==> src/rtl/init_pkg.sv <==
// rtl/init_pkg.sv - shared fill-mode and initialiser state types
package init_pkg;

    typedef enum logic [1:0] {
        IDENTITY   = 2'd0,
        CONST      = 2'd1,
        DESCENDING = 2'd2,
        RSVD       = 2'd3
    } init_mode_t;

    typedef enum logic [1:0] {
        IDLE = 2'd0,
        FILL = 2'd1,
        DONE = 2'd2
    } init_state_t;

endpackage

==> src/rtl/s_array_init_if.sv <==
// rtl/s_array_init_if.sv - RAM write port between initialiser and RAM/arbiter
interface s_array_init_if #(
    parameter int ADDR_W = 8,
    parameter int DATA_W = 8
) ();
    logic              wr_en;
    logic [ADDR_W-1:0] wr_addr;
    logic [DATA_W-1:0] wr_data;
    logic              wr_ready;

    modport master (
        output wr_en,
        output wr_addr,
        output wr_data,
        input  wr_ready
    );

    modport slave (
        input  wr_en,
        input  wr_addr,
        input  wr_data,
        output wr_ready
    );
endinterface

==> src/rtl/init_addr_counter.sv <==
// rtl/init_addr_counter.sv - fill index counter, doubles as accepted-write count
module init_addr_counter #(
    parameter int W     = 9,
    parameter int DEPTH = 256
) (
    input  logic         clk,
    input  logic         reset,
    input  logic         clear,
    input  logic         advance,
    output logic [W-1:0] idx,
    output logic         last
);
    localparam logic [W-1:0] LAST_IDX = W'(DEPTH - 1);

    always_ff @(posedge clk or posedge reset) begin
        if (reset) begin
            idx <= '0;
        end else if (clear) begin
            idx <= '0;
        end else if (advance) begin
            idx <= idx + W'(1);
        end
    end

    assign last = (idx == LAST_IDX);
endmodule

==> src/rtl/s_array_init.sv <==
// rtl/s_array_init.sv - fills a RAM address range with identity, constant or descending data
module s_array_init
    import init_pkg::*;
#(
    parameter int DATA_W = 8,
    parameter int ADDR_W = 8,
    parameter int DEPTH  = 256
) (
    input  logic              clk,
    input  logic              reset,
    input  logic              start,
    input  logic [1:0]        mode,
    input  logic [DATA_W-1:0] fill_value,
    input  logic              abort,
    s_array_init_if.master    wr,
    output logic              busy,
    output logic              done,
    output logic [ADDR_W:0]   count
);
    localparam logic [ADDR_W:0] LAST_IDX = (ADDR_W+1)'(DEPTH - 1);

    init_state_t       state, state_nxt;
    init_mode_t        mode_q;
    logic [DATA_W-1:0] fill_q;
    logic [ADDR_W:0]   idx;
    logic [ADDR_W:0]   desc;
    logic              last;
    logic              start_acc;
    logic              accept;

    assign start_acc = (state == IDLE) && start;
    assign accept    = (state == FILL) && wr.wr_ready;

    always_ff @(posedge clk or posedge reset) begin
        if (reset) begin
            state <= IDLE;
        end else begin
            state <= state_nxt;
        end
    end

    // Abort takes priority over completion: an aborted fill never pulses done.
    always_comb begin
        state_nxt = state;
        wr.wr_en  = 1'b0;
        busy      = 1'b0;
        done      = 1'b0;
        case (state)
            IDLE: begin
                if (start) begin
                    state_nxt = FILL;
                end
            end
            FILL: begin
                wr.wr_en = 1'b1;
                busy     = 1'b1;
                if (abort) begin
                    state_nxt = IDLE;
                end else if (accept && last) begin
                    state_nxt = DONE;
                end
            end
            DONE: begin
                busy      = 1'b1;
                done      = 1'b1;
                state_nxt = IDLE;
            end
            default: state_nxt = IDLE;
        endcase
    end

    always_ff @(posedge clk or posedge reset) begin
        if (reset) begin
            mode_q <= IDENTITY;
            fill_q <= '0;
        end else if (start_acc) begin
            mode_q <= init_mode_t'(mode);
            fill_q <= fill_value;
        end
    end

    init_addr_counter #(
        .W     (ADDR_W + 1),
        .DEPTH (DEPTH)
    ) u_counter (
        .clk     (clk),
        .reset   (reset),
        .clear   (start_acc),
        .advance (accept),
        .idx     (idx),
        .last    (last)
    );

    // Data is a function of registered idx and mode only, so it holds while stalled.
    assign desc = LAST_IDX - idx;

    always_comb begin
        wr.wr_data = DATA_W'(idx);
        case (mode_q)
            CONST:      wr.wr_data = fill_q;
            DESCENDING: wr.wr_data = DATA_W'(desc);
            default:    wr.wr_data = DATA_W'(idx);
        endcase
    end

    assign wr.wr_addr = idx[ADDR_W-1:0];
    assign count      = idx;
endmodule

==> src/flat_wrapper.sv <==
// flat-port wrapper written by rule: the top's interface ports become plain ports
module s_array_init_flat import init_pkg::*;
#(
    parameter int DATA_W = 8,
    parameter int ADDR_W = 8,
    parameter int DEPTH  = 256
)
  (clk, reset, start, mode, fill_value, abort, busy, done, count, wr_wr_en, wr_wr_addr, wr_wr_data, wr_wr_ready);
  s_array_init_if #(.ADDR_W(ADDR_W), .DATA_W(DATA_W)) wr_i ();
  input  logic clk;
  input  logic reset;
  input  logic start;
  input  logic [1:0] mode;
  input  logic [DATA_W-1:0] fill_value;
  input  logic abort;
  output logic busy;
  output logic done;
  output logic [ADDR_W:0] count;
  output wire logic [$bits(wr_i.wr_en)-1:0] wr_wr_en;
  output wire logic [$bits(wr_i.wr_addr)-1:0] wr_wr_addr;
  output wire logic [$bits(wr_i.wr_data)-1:0] wr_wr_data;
  input wire logic [$bits(wr_i.wr_ready)-1:0] wr_wr_ready;
  assign wr_wr_en = wr_i.wr_en;
  assign wr_wr_addr = wr_i.wr_addr;
  assign wr_wr_data = wr_i.wr_data;
  assign wr_i.wr_ready = wr_wr_ready;
  s_array_init #(.DATA_W(DATA_W), .ADDR_W(ADDR_W), .DEPTH(DEPTH)) u_core (.clk(clk), .reset(reset), .start(start), .mode(mode), .fill_value(fill_value), .abort(abort), .wr(wr_i), .busy(busy), .done(done), .count(count));
endmodule
==> config.mk <==
export PLATFORM = sky130hd
export DESIGN_NAME = s_array_init_flat
export DESIGN_NICKNAME = d
export VERILOG_FILES = /design/src/rtl/init_pkg.sv /design/src/rtl/s_array_init_if.sv /design/src/rtl/init_addr_counter.sv /design/src/rtl/s_array_init.sv /design/src/flat_wrapper.sv
export SDC_FILE = /design/constraint.sdc
export NUM_CORES = 1
export LEC_CHECK = 0
export CELL_PAD_IN_SITES_DETAIL_PLACEMENT = 1
export CELL_PAD_IN_SITES_GLOBAL_PLACEMENT = 2
export CORE_MARGIN = 3
export CORE_UTILIZATION = 27
export DETAILED_ROUTE_END_ITERATION = 8
export PLACE_DENSITY = 0.93
export SYNTH_ARGS = -nofsm -noshare
export SYNTH_HDL_FRONTEND = slang
export SYNTH_SLANG_ARGS = --single-unit
==> constraint.sdc <==
create_clock -name clk -period 3.85 [get_ports clk]
set_input_delay 0.9625 -clock clk [delete_from_list [all_inputs] [get_ports clk]]
set_output_delay 0.9625 -clock clk [all_outputs]
set_load 0.01 [all_outputs]
Yosys cells after proc, flatten, opt, wreduce, memory -nomap -nowiden
Index checks and enable logic that the tools add are counted.
- flip-flop bits (word level): 21
- bits of input ports: 15
- logic and storage cells: 30
- $add $sub $neg: 2
- mux-type cells: 10
- reductions and logical operators: 7
- equal/unequal tests: 7
- operators with widths (operator ; number):
    $mux 9 ; 2
    $pmux 8 s2 ; 1
    $add 9x1->9 const B ; 1
    $eq 9x8->1 const B ; 1
    $sub 8x8->8 const A ; 1
    $mux 2 ; 3
    $eq 2x1->1 const B ; 2
    $eq 2x2->1 const B ; 2
    $pmux 2 s2 ; 1
    $logic_and 1x1->1 ; 3
    $mux 1 ; 3
    $ne 3x3->1 const B ; 1
    $logic_not 2->1 ; 1
    $ne 2x2->1 const B ; 1
    $reduce_and 2->1 ; 1
    $reduce_bool 2->1 ; 1
    $reduce_or 2->1 ; 1

Logic depth before layout (Yosys ltp)
- depth after elaboration: 6
- depth in mapped cells: 7
- mapped depth without buffers: 7

Modules after synthesis
Synthesis repeated with hierarchy kept, for this count alone.
- cell total of the unflattened synthesis: 126
- area total of the unflattened synthesis: 1244.9 um^2
- modules (own cells, without submodules) (module ; area an instance (um^2) ; times used ; cells each ; sequential area each (um^2)):
    s_array_init ; 790.8 ; 1 ; 80 ; 300.3
    init_addr_counter ; 454.2 ; 1 ; 46 ; 225.2

Worst setup path before layout
Ideal clock, no wire load.
- path type: register to output
- start: reg u_core.mode_q[0]
- end: out wr_wr_data[4]
- stages on the path, launching flop included: 6
- path slack: 1585 ps
- data arrival time: 1303 ps
- data required time: 2888 ps
- path through: dfrtp_1 -> inv_1 -> ha_1 -> clkbuf_1 -> a221oi_1 -> a21oi_1
- cells in the longest elaborated chain, start to end: 2
- elaborated cells on any way between the ends: 3
- ends and longest elaborated chain (element ; line ; text):
    from (decl) ; s_array_init.sv:23 ; init_mode_t mode_q;
    from (signal assigned) ; s_array_init.sv:77 ; mode_q <= init_mode_t'(mode);
    $eq 2x2->1 / $eq 2x1->1 (equally long branches) ; s_array_init.sv:99 ; case (mode_q)
    $pmux 8 s2 (*) ; s_array_init.sv:99 ;
    to (decl) ; flat_wrapper.sv:21 ; output wire logic [$bits(wr_i.wr_data)-1:0] wr_wr_data;
Every way passes the cells marked *; elsewhere a longest branch is shown, timed or not.

Worst setup path after layout
- start: reg u_core.mode_q[0]
- end: out wr_wr_data[3]
The elaborated chain is that of the path after synthesis.

==> results.cfg <==
[run_status]
outcome = complete, no violations

[die]
core.rowCount = 23
floorplan.core_area_um2 = 4170
die_h_um = 73.4
initial_utilization_pct = 29.4
dieArea_um2 = 5380
die_width_um = 73.4
ioPinCount = 43

[clocking]
ctsLongestPathBuffers = 2
tritoncts = done
clock_sinks = 21
worst_skew_late_latency_ns = 0.27
clk_transition_reported_paths_ns = 0.08
setup_bufs_post_cts = 0
cts-hold-fix-buffers = 0
clock_root_buffer_master = sky130_fd_sc_hd__clkbuf_8
cts_repair_resize_count = 0
cts_made_buffers = 3
htree_num_levels = 1

[global_routing]
grt_start_max_net_pins = 22
wire_length_of_the_first_global_routing_pass_um = 5840
grt_overflow = 0
grt_use_total_pct = 14.2
first_global_vias = 1261
grt_antenna_before_repair = 0

[drt]
num_vias = 1135
vias_per_cell = 5.02
wire_per_inst_um = 15.6
first_iter_violations = 31
route.antenna.remaining_nets = 0
route.detailed.drc = 0
drt-total-wl_um = 3530
drt-pass1-iter-count = 4

[layout]
layout.cells.most_common_list = sky130_fd_sc_hd__clkdlybuf4s50_1, sky130_fd_sc_hd__nand2_1, sky130_fd_sc_hd__dfrtp_1
final_layout_size_suffix_gt1_share_pct = 4.55
instances_no_fill = 226
layout_commonest_cell = sky130_fd_sc_hd__clkdlybuf4s50_1
synthToLayoutAreaGrowth_pct = 36.8
n_antenna_cell = 0
design.final.nets = 200

[critical_path]
worst-path-max-fanout = 16
worstReg2RegEnd = u_core.u_counter.idx[5]
criticalPathCategory = register to primary output
setup.worst_path.start = u_core.mode_q[0]
crit_required_ns = 2.89
worst-r2r-cell-count = 5
arrival_ns = 2.08
startpoint_type = register
crit_path_end = wr_wr_data[3]
worstReg2RegStart = u_core.state[1]
cp-end-kind = primary output
worst-r2r-setup-slack_ns = 2.07

[place]
numPortBuffers = 42
dpl_worst_slack_ns = 1.11
hpwlAfterDp_um = 2690
place_congestion = 0.844
dp_cells = 222

[logic_synthesis]
netlist_top_cells_area = sky130_fd_sc_hd__dfrtp_1, sky130_fd_sc_hd__nand2_1, sky130_fd_sc_hd__ha_1, sky130_fd_sc_hd__a21oi_1, sky130_fd_sc_hd__a221oi_1
area_share_of_the_largest_cell_type_after_synthesis_pct = 42.9
yosysTopAreaCell = sky130_fd_sc_hd__dfrtp_1
post_synth_mux_area_share_pct = 0.919
synth_simple_gate_area_share_pct = 19.3
syn-num-nets = 166
synthAdderAreaFrac_pct = 8.17
yosysWarningCount = 0
synth-seq-cells = 21
syn-cell-area_um2 = 1220
combinational_family_with_the_most_area_after_synthesis = simple AND/OR/NAND/NOR gates
postSynthAreaPerCell_um2 = 8.57
yosysSeqAreaShare_pct = 42.9
synthCells = 143
synth.distinct_cells = 23
area_share_of_xor_xnor_cells_in_the_synthesized_design_pct = 1.43
synth-compound-area-share_pct = 16.5

[sta]
setup_tns_ns = 0
timing.final.crit_period_ns = 3.04
setup_viol_count_final = 0
worst-slew-pin-transition_ns = 0.842
relative_slew_slack_pct = 43.8
layout_setup_ws_ns = 0.805
clock.fmax_mhz = 328
rsz0062_at_grt = false
worst_clock_skew_ns = 0.000722
finalMaxSlewViolations = 0
final-hold-violation-count = 0
post_route_clock_period_utilization_pct = 79.1

[flow_run]
maxCapViolCount = 0

[power_and_ir_drop]
leakagePower_nw = 0.701
cellPowerDensity_nw_per_um2 = 727
worst_case_vdd_ir_drop_v = 0.000229

[worst_hold_path]
hold_path_class = register to register
synthesized netlist by cell type:
library cell / n
sky130_fd_sc_hd__nand2_1: 31
sky130_fd_sc_hd__dfrtp_1: 21
sky130_fd_sc_hd__a21oi_1: 16
sky130_fd_sc_hd__inv_1: 14
sky130_fd_sc_hd__a221oi_1: 8
sky130_fd_sc_hd__buf_4: 8
sky130_fd_sc_hd__ha_1: 8
sky130_fd_sc_hd__o21ai_0: 6
sky130_fd_sc_hd__clkbuf_1: 5
sky130_fd_sc_hd__nand3_1: 5
sky130_fd_sc_hd__nor2_1: 3
sky130_fd_sc_hd__nand4_1: 2
sky130_fd_sc_hd__nor2b_1: 2
sky130_fd_sc_hd__o31ai_1: 2
sky130_fd_sc_hd__or3_1: 2
sky130_fd_sc_hd__or4_1: 2
sky130_fd_sc_hd__xnor2_1: 2
sky130_fd_sc_hd__and2_1: 1
sky130_fd_sc_hd__mux2_2: 1
sky130_fd_sc_hd__nand2_4: 1
sky130_fd_sc_hd__o21a_1: 1
sky130_fd_sc_hd__or2_2: 1
sky130_fd_sc_hd__or3_2: 1
how the worst min path moves through the flow:
stage	from	end	slack, ns	cells past startpoint
2_1_floorplan	u_core.fill_q[4]	u_core.fill_q[4]	0.45	2
3_3_place_gp	u_core.fill_q[6]	u_core.fill_q[6]	0.46	2
3_5_place_dp	u_core.fill_q[4]	u_core.fill_q[4]	0.47	2
4_1_cts	u_core.fill_q[4]	u_core.fill_q[4]	0.49	2
5_1_grt	u_core.fill_q[4]	u_core.fill_q[4]	0.52	2
6_report	u_core.fill_q[4]	u_core.fill_q[4]	0.49	2
per-layer routing:
layer  GRT usage, %  wire length [µm]  up-vias
met3           2.19               169        5
met2           26.8              1890       34
met5              0                 0        -
met4           5.43                60        0
li1               -                 -      544
met1           15.7              1400      552
worst max-delay path: stages, from the launching register on:
cell,delay [ns]
sky130_fd_sc_hd__dfrtp_1,0.36
sky130_fd_sc_hd__inv_1,0.06
sky130_fd_sc_hd__ha_1,0.57
sky130_fd_sc_hd__a221oi_1,0.09
sky130_fd_sc_hd__a21oi_1,0.17
sky130_fd_sc_hd__clkdlybuf4s50_1,0.56
power breakdown:
part           internal (mW)  leakage, nW  total [mW]  switching, mW
logic                  0.370        0.402       0.724          0.355
clock network         0.0724       0.0255       0.151         0.0785
registers              0.287        0.273       0.343         0.0557
total                  0.729        0.701        1.22          0.489
final cells by class:
| cell class | count | area (µm²) |
|---|---|---|
| Inverter | 14 | 52.6 |
| Multi-Input combinational cell | 95 | 568 |
| Fill cell | 494 | 2500 |
| Tap cell | 50 | 62.6 |
| Clock inverter | 1 | 5.00 |
| Timing Repair Buffer | 42 | 420 |
| Sequential cell | 21 | 526 |
| Clock buffer | 3 | 41.3 |
cells by family (layout without fill, tap and decap cells):
family                     Yosys count  after routing
adders and majority gates            8              8
buffers and inverters               27             60
xor gates and xnor gates             2              2
AOI/OAI and AO/OA                   33             33
DFF                                 21             21
muxes                                1              1
and+or+nand+nor                     51             51
through the flow:
stage                     hold WS [ns]  total power, mW  utilization, %  cell area (µm²)
after floorplan                  0.446            0.736               -             1220
after global placement           0.463             1.05            39.0             1630
after detailed placement         0.473             1.08            39.0             1630
after CTS                        0.493             1.23            40.1             1680
after global routing             0.521             1.33            40.1             1680
final                            0.489             1.22            40.1             1680
state kept, by name, indices dropped and copies added (netlist names):
register / count
u_core.state: 2
u_core.mode_q: 2
u_core.fill_q: 8
u_core.u_counter.idx: 9
(Power assumes the default switching activity.)
